===== src/rtl/alu_seq_pkg.sv =====
// Shared types and instruction-field helpers for the ALU sequencer.
package alu_seq_pkg;

    typedef enum logic [2:0] {
        S_FETCH,
        S_DECODE,
        S_FETCH_IMM,
        S_OUT_WAIT,
        S_HALT
    } state_e;

    // Class is ir[7] for ALU, ir[7:6] for LDI, ir[7:4] for the rest.
    localparam logic       CLS_ALU = 1'b0;
    localparam logic [1:0] CLS_LDI = 2'b10;
    localparam logic [3:0] OP_JMP  = 4'hC;
    localparam logic [3:0] OP_JC   = 4'hD;
    localparam logic [3:0] OP_OUT  = 4'hE;
    localparam logic [3:0] OP_HALT = 4'hF;

    localparam int IR_OP_LO     = 4;
    localparam int IR_RD_LO     = 2;
    localparam int IR_RS_LO     = 0;
    localparam int IR_LDI_RD_LO = 4;

    localparam logic [2:0] ALU_ADD = 3'b000;
    localparam logic [2:0] ALU_SUB = 3'b001;
    localparam logic [2:0] ALU_AND = 3'b010;
    localparam logic [2:0] ALU_OR  = 3'b011;
    localparam logic [2:0] ALU_XOR = 3'b100;
    localparam logic [2:0] ALU_NOT = 3'b101;
    localparam logic [2:0] ALU_SHL = 3'b110;
    localparam logic [2:0] ALU_SHR = 3'b111;

    function automatic logic [2:0] ir_op(input logic [7:0] ir);
        return ir[IR_OP_LO +: 3];
    endfunction

    function automatic logic [1:0] ir_rd(input logic [7:0] ir);
        return ir[IR_RD_LO +: 2];
    endfunction

    function automatic logic [1:0] ir_rs(input logic [7:0] ir);
        return ir[IR_RS_LO +: 2];
    endfunction

    function automatic logic [1:0] ir_ldi_rd(input logic [7:0] ir);
        return ir[IR_LDI_RD_LO +: 2];
    endfunction

endpackage


===== src/rtl/alu_sequencer_if.sv =====
// Program-memory read port and output-byte port of the ALU sequencer.
interface alu_sequencer_if;
    logic       imem_req;
    logic [7:0] imem_addr;
    logic       imem_ack;
    logic [7:0] imem_rdata;
    logic [7:0] out_data;
    logic       out_valid;
    logic       out_ready;

    modport master (
        output imem_req, imem_addr, out_data, out_valid,
        input  imem_ack, imem_rdata, out_ready
    );

    modport slave (
        input  imem_req, imem_addr, out_data, out_valid,
        output imem_ack, imem_rdata, out_ready
    );
endinterface


===== src/rtl/seq_regfile.sv =====
// 4x8 register file: two combinational reads, one synchronous write, async clear.
module seq_regfile (
    input  logic       clk,
    input  logic       rst_n,
    input  logic       we,
    input  logic [1:0] waddr,
    input  logic [7:0] wdata,
    input  logic [1:0] raddr_a,
    input  logic [1:0] raddr_b,
    output logic [7:0] rdata_a,
    output logic [7:0] rdata_b
);
    logic [3:0][7:0] regs_q, regs_d;

    always_comb begin
        regs_d = regs_q;
        if (we) regs_d[waddr] = wdata;
    end

    always_ff @(posedge clk or negedge rst_n) begin
        if (!rst_n) regs_q <= '0;
        else        regs_q <= regs_d;
    end

    assign rdata_a = regs_q[raddr_a];
    assign rdata_b = regs_q[raddr_b];
endmodule


===== src/rtl/alu_sequencer.sv =====
// Fetch/decode/execute control for the 8-bit ALU datapath.
// Define ALU_SEQ_STEP_EN to add a step input that gates each opcode fetch.
module alu_sequencer
    import alu_seq_pkg::*;
#(
    parameter logic [7:0] RESET_PC = 8'h00
) (
    input  logic             clk,
    input  logic             rst_n,
`ifdef ALU_SEQ_STEP_EN
    input  logic             step,
`endif
    alu_sequencer_if.master  bus,
    output logic [7:0]       alu_a,
    output logic [7:0]       alu_b,
    output logic [2:0]       alu_op,
    input  logic [7:0]       alu_s,
    input  logic             alu_c,
    output logic             carry,
    output logic             halted
);
    state_e     state_q, state_d;
    logic [7:0] pc_q, pc_d;
    logic [7:0] ir_q, ir_d;
    logic       carry_q, carry_d;
    logic       req_q, req_d;
    logic       out_valid_q, out_valid_d;
    logic [7:0] out_data_q, out_data_d;
    logic       halted_q, halted_d;

    logic       rf_we;
    logic [1:0] rf_waddr;
    logic [7:0] rf_wdata;
    logic       ack;
    logic       fetch_ok;

    assign ack = req_q & bus.imem_ack;

`ifdef ALU_SEQ_STEP_EN
    logic step_pend_q, step_pend_d;

    // A step seen now counts immediately; it is consumed by the opcode-fetch ack.
    assign fetch_ok = step_pend_q | step;

    always_comb begin
        step_pend_d = (step_pend_q | step) & ~(state_q == S_FETCH && ack);
    end

    always_ff @(posedge clk or negedge rst_n) begin
        if (!rst_n) step_pend_q <= 1'b0;
        else        step_pend_q <= step_pend_d;
    end
`else
    assign fetch_ok = 1'b1;
`endif

    seq_regfile u_rf (
        .clk     (clk),
        .rst_n   (rst_n),
        .we      (rf_we),
        .waddr   (rf_waddr),
        .wdata   (rf_wdata),
        .raddr_a (ir_rd(ir_q)),
        .raddr_b (ir_rs(ir_q)),
        .rdata_a (alu_a),
        .rdata_b (alu_b)
    );

    always_comb begin
        state_d     = state_q;
        pc_d        = pc_q;
        ir_d        = ir_q;
        carry_d     = carry_q;
        req_d       = req_q;
        out_valid_d = out_valid_q;
        out_data_d  = out_data_q;
        halted_d    = halted_q;
        rf_we       = 1'b0;
        rf_waddr    = ir_rd(ir_q);
        rf_wdata    = alu_s;

        case (state_q)
            S_FETCH: begin
                if (ack) begin
                    ir_d    = bus.imem_rdata;
                    pc_d    = pc_q + 8'd1;
                    req_d   = 1'b0;
                    state_d = S_DECODE;
                end else if (!req_q && fetch_ok) begin
                    req_d = 1'b1;
                end
            end
            S_DECODE: begin
                if (ir_q[7] == CLS_ALU) begin
                    rf_we   = 1'b1;
                    carry_d = alu_c;
                    req_d   = fetch_ok;
                    state_d = S_FETCH;
                end else if (ir_q[7:6] == CLS_LDI) begin
                    req_d   = 1'b1;
                    state_d = S_FETCH_IMM;
                end else begin
                    case (ir_q[7:4])
                        OP_JMP, OP_JC: begin
                            req_d   = 1'b1;
                            state_d = S_FETCH_IMM;
                        end
                        OP_OUT: begin
                            out_valid_d = 1'b1;
                            out_data_d  = alu_b;
                            state_d     = S_OUT_WAIT;
                        end
                        default: begin
                            halted_d = 1'b1;
                            state_d  = S_HALT;
                        end
                    endcase
                end
            end
            S_FETCH_IMM: begin
                if (ack) begin
                    req_d   = fetch_ok;
                    state_d = S_FETCH;
                    if (ir_q[7:6] == CLS_LDI) begin
                        rf_we    = 1'b1;
                        rf_waddr = ir_ldi_rd(ir_q);
                        rf_wdata = bus.imem_rdata;
                        pc_d     = pc_q + 8'd1;
                    end else if (ir_q[7:4] == OP_JMP) begin
                        pc_d = bus.imem_rdata;
                    end else begin
                        pc_d = carry_q ? bus.imem_rdata : pc_q + 8'd1;
                    end
                end
            end
            S_OUT_WAIT: begin
                if (bus.out_ready) begin
                    out_valid_d = 1'b0;
                    req_d       = fetch_ok;
                    state_d     = S_FETCH;
                end
            end
            S_HALT: ;
            default: state_d = S_FETCH;
        endcase
    end

    always_ff @(posedge clk or negedge rst_n) begin
        if (!rst_n) begin
            state_q     <= S_FETCH;
            pc_q        <= RESET_PC;
            ir_q        <= '0;
            carry_q     <= 1'b0;
            req_q       <= 1'b0;
            out_valid_q <= 1'b0;
            out_data_q  <= '0;
            halted_q    <= 1'b0;
        end else begin
            state_q     <= state_d;
            pc_q        <= pc_d;
            ir_q        <= ir_d;
            carry_q     <= carry_d;
            req_q       <= req_d;
            out_valid_q <= out_valid_d;
            out_data_q  <= out_data_d;
            halted_q    <= halted_d;
        end
    end

    assign bus.imem_req  = req_q;
    assign bus.imem_addr = pc_q;
    assign bus.out_valid = out_valid_q;
    assign bus.out_data  = out_data_q;
    assign alu_op        = ir_op(ir_q);
    assign carry         = carry_q;
    assign halted        = halted_q;
endmodule


===== src/flat_wrapper.sv =====
// flat-port wrapper written by rule: the top's interface ports become plain ports
module alu_sequencer_flat import alu_seq_pkg::*;
#(
    parameter logic [7:0] RESET_PC = 8'h00
)
  (clk, rst_n, alu_a, alu_b, alu_op, alu_s, alu_c, carry, halted, bus_imem_req, bus_imem_addr, bus_out_data, bus_out_valid, bus_imem_ack, bus_imem_rdata, bus_out_ready);
  alu_sequencer_if bus_i ();
  input  logic clk;
  input  logic rst_n;
  output logic [7:0] alu_a;
  output logic [7:0] alu_b;
  output logic [2:0] alu_op;
  input  logic [7:0] alu_s;
  input  logic alu_c;
  output logic carry;
  output logic halted;
  output wire logic [$bits(bus_i.imem_req)-1:0] bus_imem_req;
  output wire logic [$bits(bus_i.imem_addr)-1:0] bus_imem_addr;
  output wire logic [$bits(bus_i.out_data)-1:0] bus_out_data;
  output wire logic [$bits(bus_i.out_valid)-1:0] bus_out_valid;
  input wire logic [$bits(bus_i.imem_ack)-1:0] bus_imem_ack;
  input wire logic [$bits(bus_i.imem_rdata)-1:0] bus_imem_rdata;
  input wire logic [$bits(bus_i.out_ready)-1:0] bus_out_ready;
  assign bus_imem_req = bus_i.imem_req;
  assign bus_imem_addr = bus_i.imem_addr;
  assign bus_out_data = bus_i.out_data;
  assign bus_out_valid = bus_i.out_valid;
  assign bus_i.imem_ack = bus_imem_ack;
  assign bus_i.imem_rdata = bus_imem_rdata;
  assign bus_i.out_ready = bus_out_ready;
  alu_sequencer #(.RESET_PC(RESET_PC)) u_core (.clk(clk), .rst_n(rst_n), .bus(bus_i), .alu_a(alu_a), .alu_b(alu_b), .alu_op(alu_op), .alu_s(alu_s), .alu_c(alu_c), .carry(carry), .halted(halted));
endmodule

===== config.mk =====
export PLATFORM = sky130hd
export DESIGN_NAME = alu_sequencer_flat
export DESIGN_NICKNAME = d
export VERILOG_FILES = /design/src/rtl/alu_seq_pkg.sv /design/src/rtl/alu_sequencer_if.sv /design/src/rtl/seq_regfile.sv /design/src/rtl/alu_sequencer.sv /design/src/flat_wrapper.sv
export SDC_FILE = /design/constraint.sdc
export NUM_CORES = 1
export LEC_CHECK = 0
export ABC_AREA = 1
export CAP_MARGIN = 20
export CORE_MARGIN = 2
export CORE_UTILIZATION = 39
export DETAILED_ROUTE_END_ITERATION = 10
export GPL_TIMING_DRIVEN = 0
export PLACE_DENSITY = 0.65
export SYNTH_ARGS = -nofsm -noshare
export SYNTH_HDL_FRONTEND = slang
export SYNTH_SLANG_ARGS = --single-unit

===== constraint.sdc =====
create_clock -name clk -period 1.93 [get_ports clk]
set_input_delay 0.386 -clock clk [delete_from_list [all_inputs] [get_ports clk]]
set_output_delay 0.386 -clock clk [all_outputs]
set_load 0.01 [all_outputs]

After elaboration in Yosys (flattened, before gate mapping)
Cells that the tools add are included.
{"block": "totals", "ff_bits": 63}
{"block": "op_classes", "n_addsub": 1, "magnitude_cmp": 4, "n_eq_ne": 15, "n_mux": 42, "n_bitwise": 5, "reduce_logical": 15}
{"operator": "$mux W8", "count": 11}
{"operator": "$bmux W8 S2", "count": 2}
{"operator": "$bwmux W32", "count": 1}
{"operator": "$demux W8 S2", "count": 1}
{"operator": "$pmux W8 S2", "count": 1}
{"operator": "$reduce_and A4 Y1", "count": 4}
{"operator": "$mux W3", "count": 5}
{"operator": "$pmux W3 S5", "count": 1}
{"operator": "$mux W1", "count": 13}
{"operator": "$eq A4 B4 Y1 const B", "count": 3}
{"operator": "$lt A2 B3 Y1 const B", "count": 3}
{"operator": "$add A8 B1 Y8 const B", "count": 1}
{"operator": "$ne A2 B1 Y1 const B", "count": 4}
{"operator": "$eq A3 B2 Y1 const B", "count": 2}
{"operator": "$mux W2", "count": 3}
{"operator": "$pmux W3 S2", "count": 1}
{"operator": "$reduce_and A5 Y1", "count": 1}
{"operator": "$ne A2 B2 Y1 const B", "count": 2}
{"operator": "$ne A4 B4 Y1 const B", "count": 1}
{"operator": "$not A1 Y1", "count": 4}
{"operator": "$pmux W1 S2", "count": 2}
{"operator": "$pmux W1 S4", "count": 1}
{"operator": "$reduce_and A2 Y1", "count": 2}
{"operator": "$reduce_bool A2 Y1", "count": 2}
{"operator": "other kinds (11)", "count": 11}

Depth between registers and ports, before layout
{"block": "logic_depth", "ltp_word": 9, "ltp_mapped": 10, "ltp_nobuf": 9}

Modules after synthesis
From an unflattened synthesis, not the netlist that was laid out.
{"block": "hier_totals", "cells_unflattened": 541, "area_unflattened_um2": 3773.6}
{"mod": "seq_regfile", "n_inst": 1, "cells_each": 297, "area_per_inst_um2": 2053.2, "seq_area_each_um2": 800.8}
{"mod": "alu_sequencer", "n_inst": 1, "cells_each": 244, "area_per_inst_um2": 1720.4, "seq_area_each_um2": 775.7}

Worst setup path after synthesis
OpenSTA, ideal clock, no wires.
{"block": "synth_path", "path_type": "register to output", "startpoint": "reg u_core.ir_q[2]", "endpoint": "out alu_a[5]", "t_arrival_ps": 1228, "slack_ps": 316, "stages_incl_launch_ff": 6, "n_path_buf": 2, "cell_sequence": "dfrtp_1 -> clkbuf_1 -> inv_1 -> clkbuf_1 -> o21ai_0 -> o22ai_1"}
{"block": "synth_between", "elab_chain_cells": 2}
{"item": "start, declared", "line": "alu_sequencer.sv:24", "text": "logic [7:0] ir_q, ir_d;"}
{"item": "start signal, assigned", "line": "alu_sequencer.sv:161", "text": "ir_q <= ir_d;"}
{"item": "$bmux W8 S2", "line": "seq_regfile.sv:25", "text": "assign rdata_a = regs_q[raddr_a];"}
{"item": "$mux W8 (not written as such)", "line": "seq_regfile.sv:25"}
{"item": "end, declared", "line": "flat_wrapper.sv:10", "text": "output logic [7:0] alu_a;"}
No other way between the ends. The select of a mux whose other input is x is not followed.

Final worst setup path
{"block": "layout_path", "startpoint": "reg u_core.ir_q[0]", "endpoint": "out alu_b[0]"}
{"block": "layout_between", "elab_chain_cells": 2}
{"item": "$bmux W8 S2", "line": "seq_regfile.sv:26", "text": "assign rdata_b = regs_q[raddr_b];"}
{"item": "$mux W8 (not written as such)", "line": "seq_regfile.sv:26"}
{"item": "end, declared", "line": "flat_wrapper.sv:11", "text": "output logic [7:0] alu_b;"}
No other way between the ends. The select of a mux whose other input is x is not followed.

==> impl_results.md <==
* Synth warnings at 0
* Die W at 98.22 um
* Async SR Flop Fraction at 1.000
* CTS tree: built
* Number of global-route vias before repair at 3334
* Crit end category: primary output
* Mapped cell area at 3462 um^2
* Total grt overflow at 0
* Tcrit/Tclk final at 0.9885
* Yosys reg bits at 63
* Reg area at 1582 um^2
* CTS H-tree depth at 3
* Later-pin clock latency in the skew report at 0.36 ns
* Pre-antenna DRT Iters at 5
* CP cell instances: inv_4 -> clkbuf_16 -> nor2_1 -> o22ai_2 -> buf_2
* Hold/Removal Path Class: input port to async pin
* Routed vias at 3532
* Total CTS buffers at 9
* Post-synth top area share at 0.4554
* Ys flop type: dfrtp_1
* Area occupied by multi-input gates at 1759 um^2
* DRC at 0
* Final design utilization at 0.5290
* Setup WS pre-CTS at -0.7520 ns
* First-pass GRT wire length at 16.98 mm
* Lkg Pwr at 2.247 nW
* Initial Util at 0.3989
* Root Driver: clkbuf_8
* Bufs on Longest Clock Path at 2
* GRT Overall Usage at 0.2217
* Crit-path slowest cell: dfrtp_2
* Largest net degree at the start of global routing at 64
* Layout cell share with drive strength beyond 1 at 0.2059
* Detailed placement HPWL at 7.020 mm
* Syn_nets at 477
* Setup WS post-layout at 0.02220 ns
* Area Overhead vs Synth at 32.60%
* Ports at 60
* Most instantiated cells after synthesis: nand2_1 (139), dfrtp_1 (63), nand3_1 (53)
* Ant diodes at 0
* CP peak stage delay at 0.46 ns
* Core outline area at 8678 um^2
* Slew @ Worst Pin at 0.8279 ns
* Via density at 5.417
* Clock-pin slew on the worst setup and hold paths at 0.07 ns
* Arr. time, crit path at 1.52 ns
* Initial antenna violation count at 0
* Largest cells by area after synthesis: dfrtp_1 (46%), nand2_1 (15%), nand3_1 (7.7%)
* Tmin final at 1.908 ns
* Max_cap viols at 0
* Crit path launch type: flop
* Run status: finished, final reports clean
* Area leader, netlist: dfrtp_1
* Post-synthesis sequential area ratio at 0.4554
* Count leader, synth: nand2_1
* Avg Inst Size Synth at 7.609 um^2
* PD cells at 1730 nW/um^2
* Final setup fails at 0
* I/O Buffers at 59
* Gp weighted congestion at 0.8840
* Worst endpoint required time at 1.54 ns
* Setup TNS at 0 ns
* Final count of hold timing violations at 0
* Post-Route WL at 10.45 mm
* Clock skew at 0.01407 ns
* CTS Sinks at 63
* Maximum VDD drop at 0.0006431 V
* Layout net count at 561
* Wire per inst at 16.03 um
* Die height at 98.22 um
* Max Fanout on Critical Path at 10
* ANT nets after route at 0
* Fill count at 831
* Drt initial violations at 288
* Setup CP Type: flop to primary output
* Relative slew slack at 0.4481
* Full die area at 9647 um^2
* Achievable Freq at 0.5242 GHz
* Overall Power at 0.007943 W
* Post-synth EDFFs at 0
* Post-synth cell types at 30
* Synth Instances at 455
* Row count at 34
* Pins Over Slew Limit at 0
[state kept, by name, indices dropped and copies added (netlist names)]
register,count
u_core.bus.out_data,8
u_core.carry,1
u_core.bus.out_valid,1
u_core.bus.imem_req,1
u_core.u_rf.regs_q,32
u_core.ir_q,8
u_core.bus.imem_addr,8
u_core.halted,1
u_core.state_q,3
[cell usage in the layout, fill, tap and decap left out, types with 2 or more instances in the layout]
| master | n |
|---|---|
| nand2_4 | 2 |
| nand2_2 | 6 |
| inv_2 | 4 |
| dfrtp_1 | 59 |
| nor3_1 | 2 |
| nor2_1 | 42 |
| clkdlybuf4s50_1 | 42 |
| nand2_1 | 139 |
| buf_6 | 2 |
| a21oi_1 | 3 |
| clkbuf_2 | 3 |
| o21ai_0 | 32 |
| xor2_1 | 2 |
| buf_4 | 27 |
| dfrtp_2 | 4 |
| inv_1 | 21 |
| o21ai_2 | 8 |
| clkinv_2 | 2 |
| inv_4 | 2 |
| clkdlybuf4s15_1 | 2 |
| clkinvlp_4 | 3 |
| o22ai_2 | 9 |
| buf_2 | 12 |
| nor2_4 | 4 |
| clkbuf_8 | 11 |
| nand3_4 | 4 |
| o22ai_1 | 8 |
| xnor2_1 | 2 |
| o21ai_1 | 18 |
| o211ai_1 | 2 |
| nand3_1 | 53 |
[logic make-up after synthesis]
kind of cell / share of synthesized area
adder cells (fa/ha/maj): 0.003613
AO/OA/AOI/OAI: 0.1391
XOR/XNOR: 0.01012
flip-flops: 0.4554
AND/OR/NAND/NOR: 0.3263
buffers and inverters: 0.06541
[routing by layer]
metal | vias up | GRT usage | share of wire
li1 | 1671 | - | -
met1 | 1656 | 0.2964 | 0.42
met2 | 171 | 0.3535 | 0.48
met3 | 34 | 0.04366 | 0.075
met4 | 0 | 0.09273 | 0.026
met5 | - | 0 | 0
[cell type report]
| type | count | area share |
|---|---|---|
| Multi-Input combinational cell | 344 | 0.3832 |
| Buffer | 17 | 0.03461 |
| Clock inverter | 7 | 0.01581 |
| Inverter | 28 | 0.02480 |
| Tap cell | 108 | 0.02944 |
| Timing Repair Buffer | 76 | 0.1406 |
| Clock buffer | 9 | 0.02698 |
| Sequential cell | 63 | 0.3445 |
[final timing paths]
check / slack, ns / cells past startpoint / startpoint / end
min: 0.12 / 1 / rst_n / u_core.bus.imem_addr[4]
max reg2reg: 0.15 / 10 / u_core.state_q[2] / u_core.u_rf.regs_q[27]
max in group asynchronous: 1.21 / 1 / rst_n / u_core.ir_q[0]
min in group clk: 0.47 / 2 / u_core.halted / u_core.halted
min reg2reg: 0.47 / 2 / u_core.halted / u_core.halted
max: 0.02 / 5 / u_core.ir_q[0] / alu_b[0]
[critical path, delay by kind of cell, from the launching register on]
kind                   cells  cell delay [ns]
buffers and inverters      3             0.44
AO/OA/AOI/OAI              1             0.22
flip-flops                 1             0.46
AND/OR/NAND/NOR            1             0.05
[power breakdown]
group	switching (W)	internal (W)	total [W]
Clock	0.000579	0.000598	0.00118
Combinational	0.00248	0.00189	0.00437
Sequential	0.000534	0.00186	0.00240
Total	0.00359	0.00435	0.00794
[metrics by stage]
step / instance area (um^2) / instances / hold WS [ns]
finish: 4591 / 652 / 0.1208
global route: 4591 / 652 / 0.1855
CTS: 4526 / 646 / 0.1607
detailed placement: 4185 / 622 / 0.4550
global placement: 4188 / 622 / 0.4504
floorplan: 3462 / 455 / 0.09041
[timing repair]
action                     in CTS  in global routing
resized for setup              76                 40
hold buffers                    0                  0
gates cloned                    0                  0
pin swaps                       7                  4
setup buffers                  11                  6
setup endpoints to repair      22                 50
(Power assumes the default switching activity.)
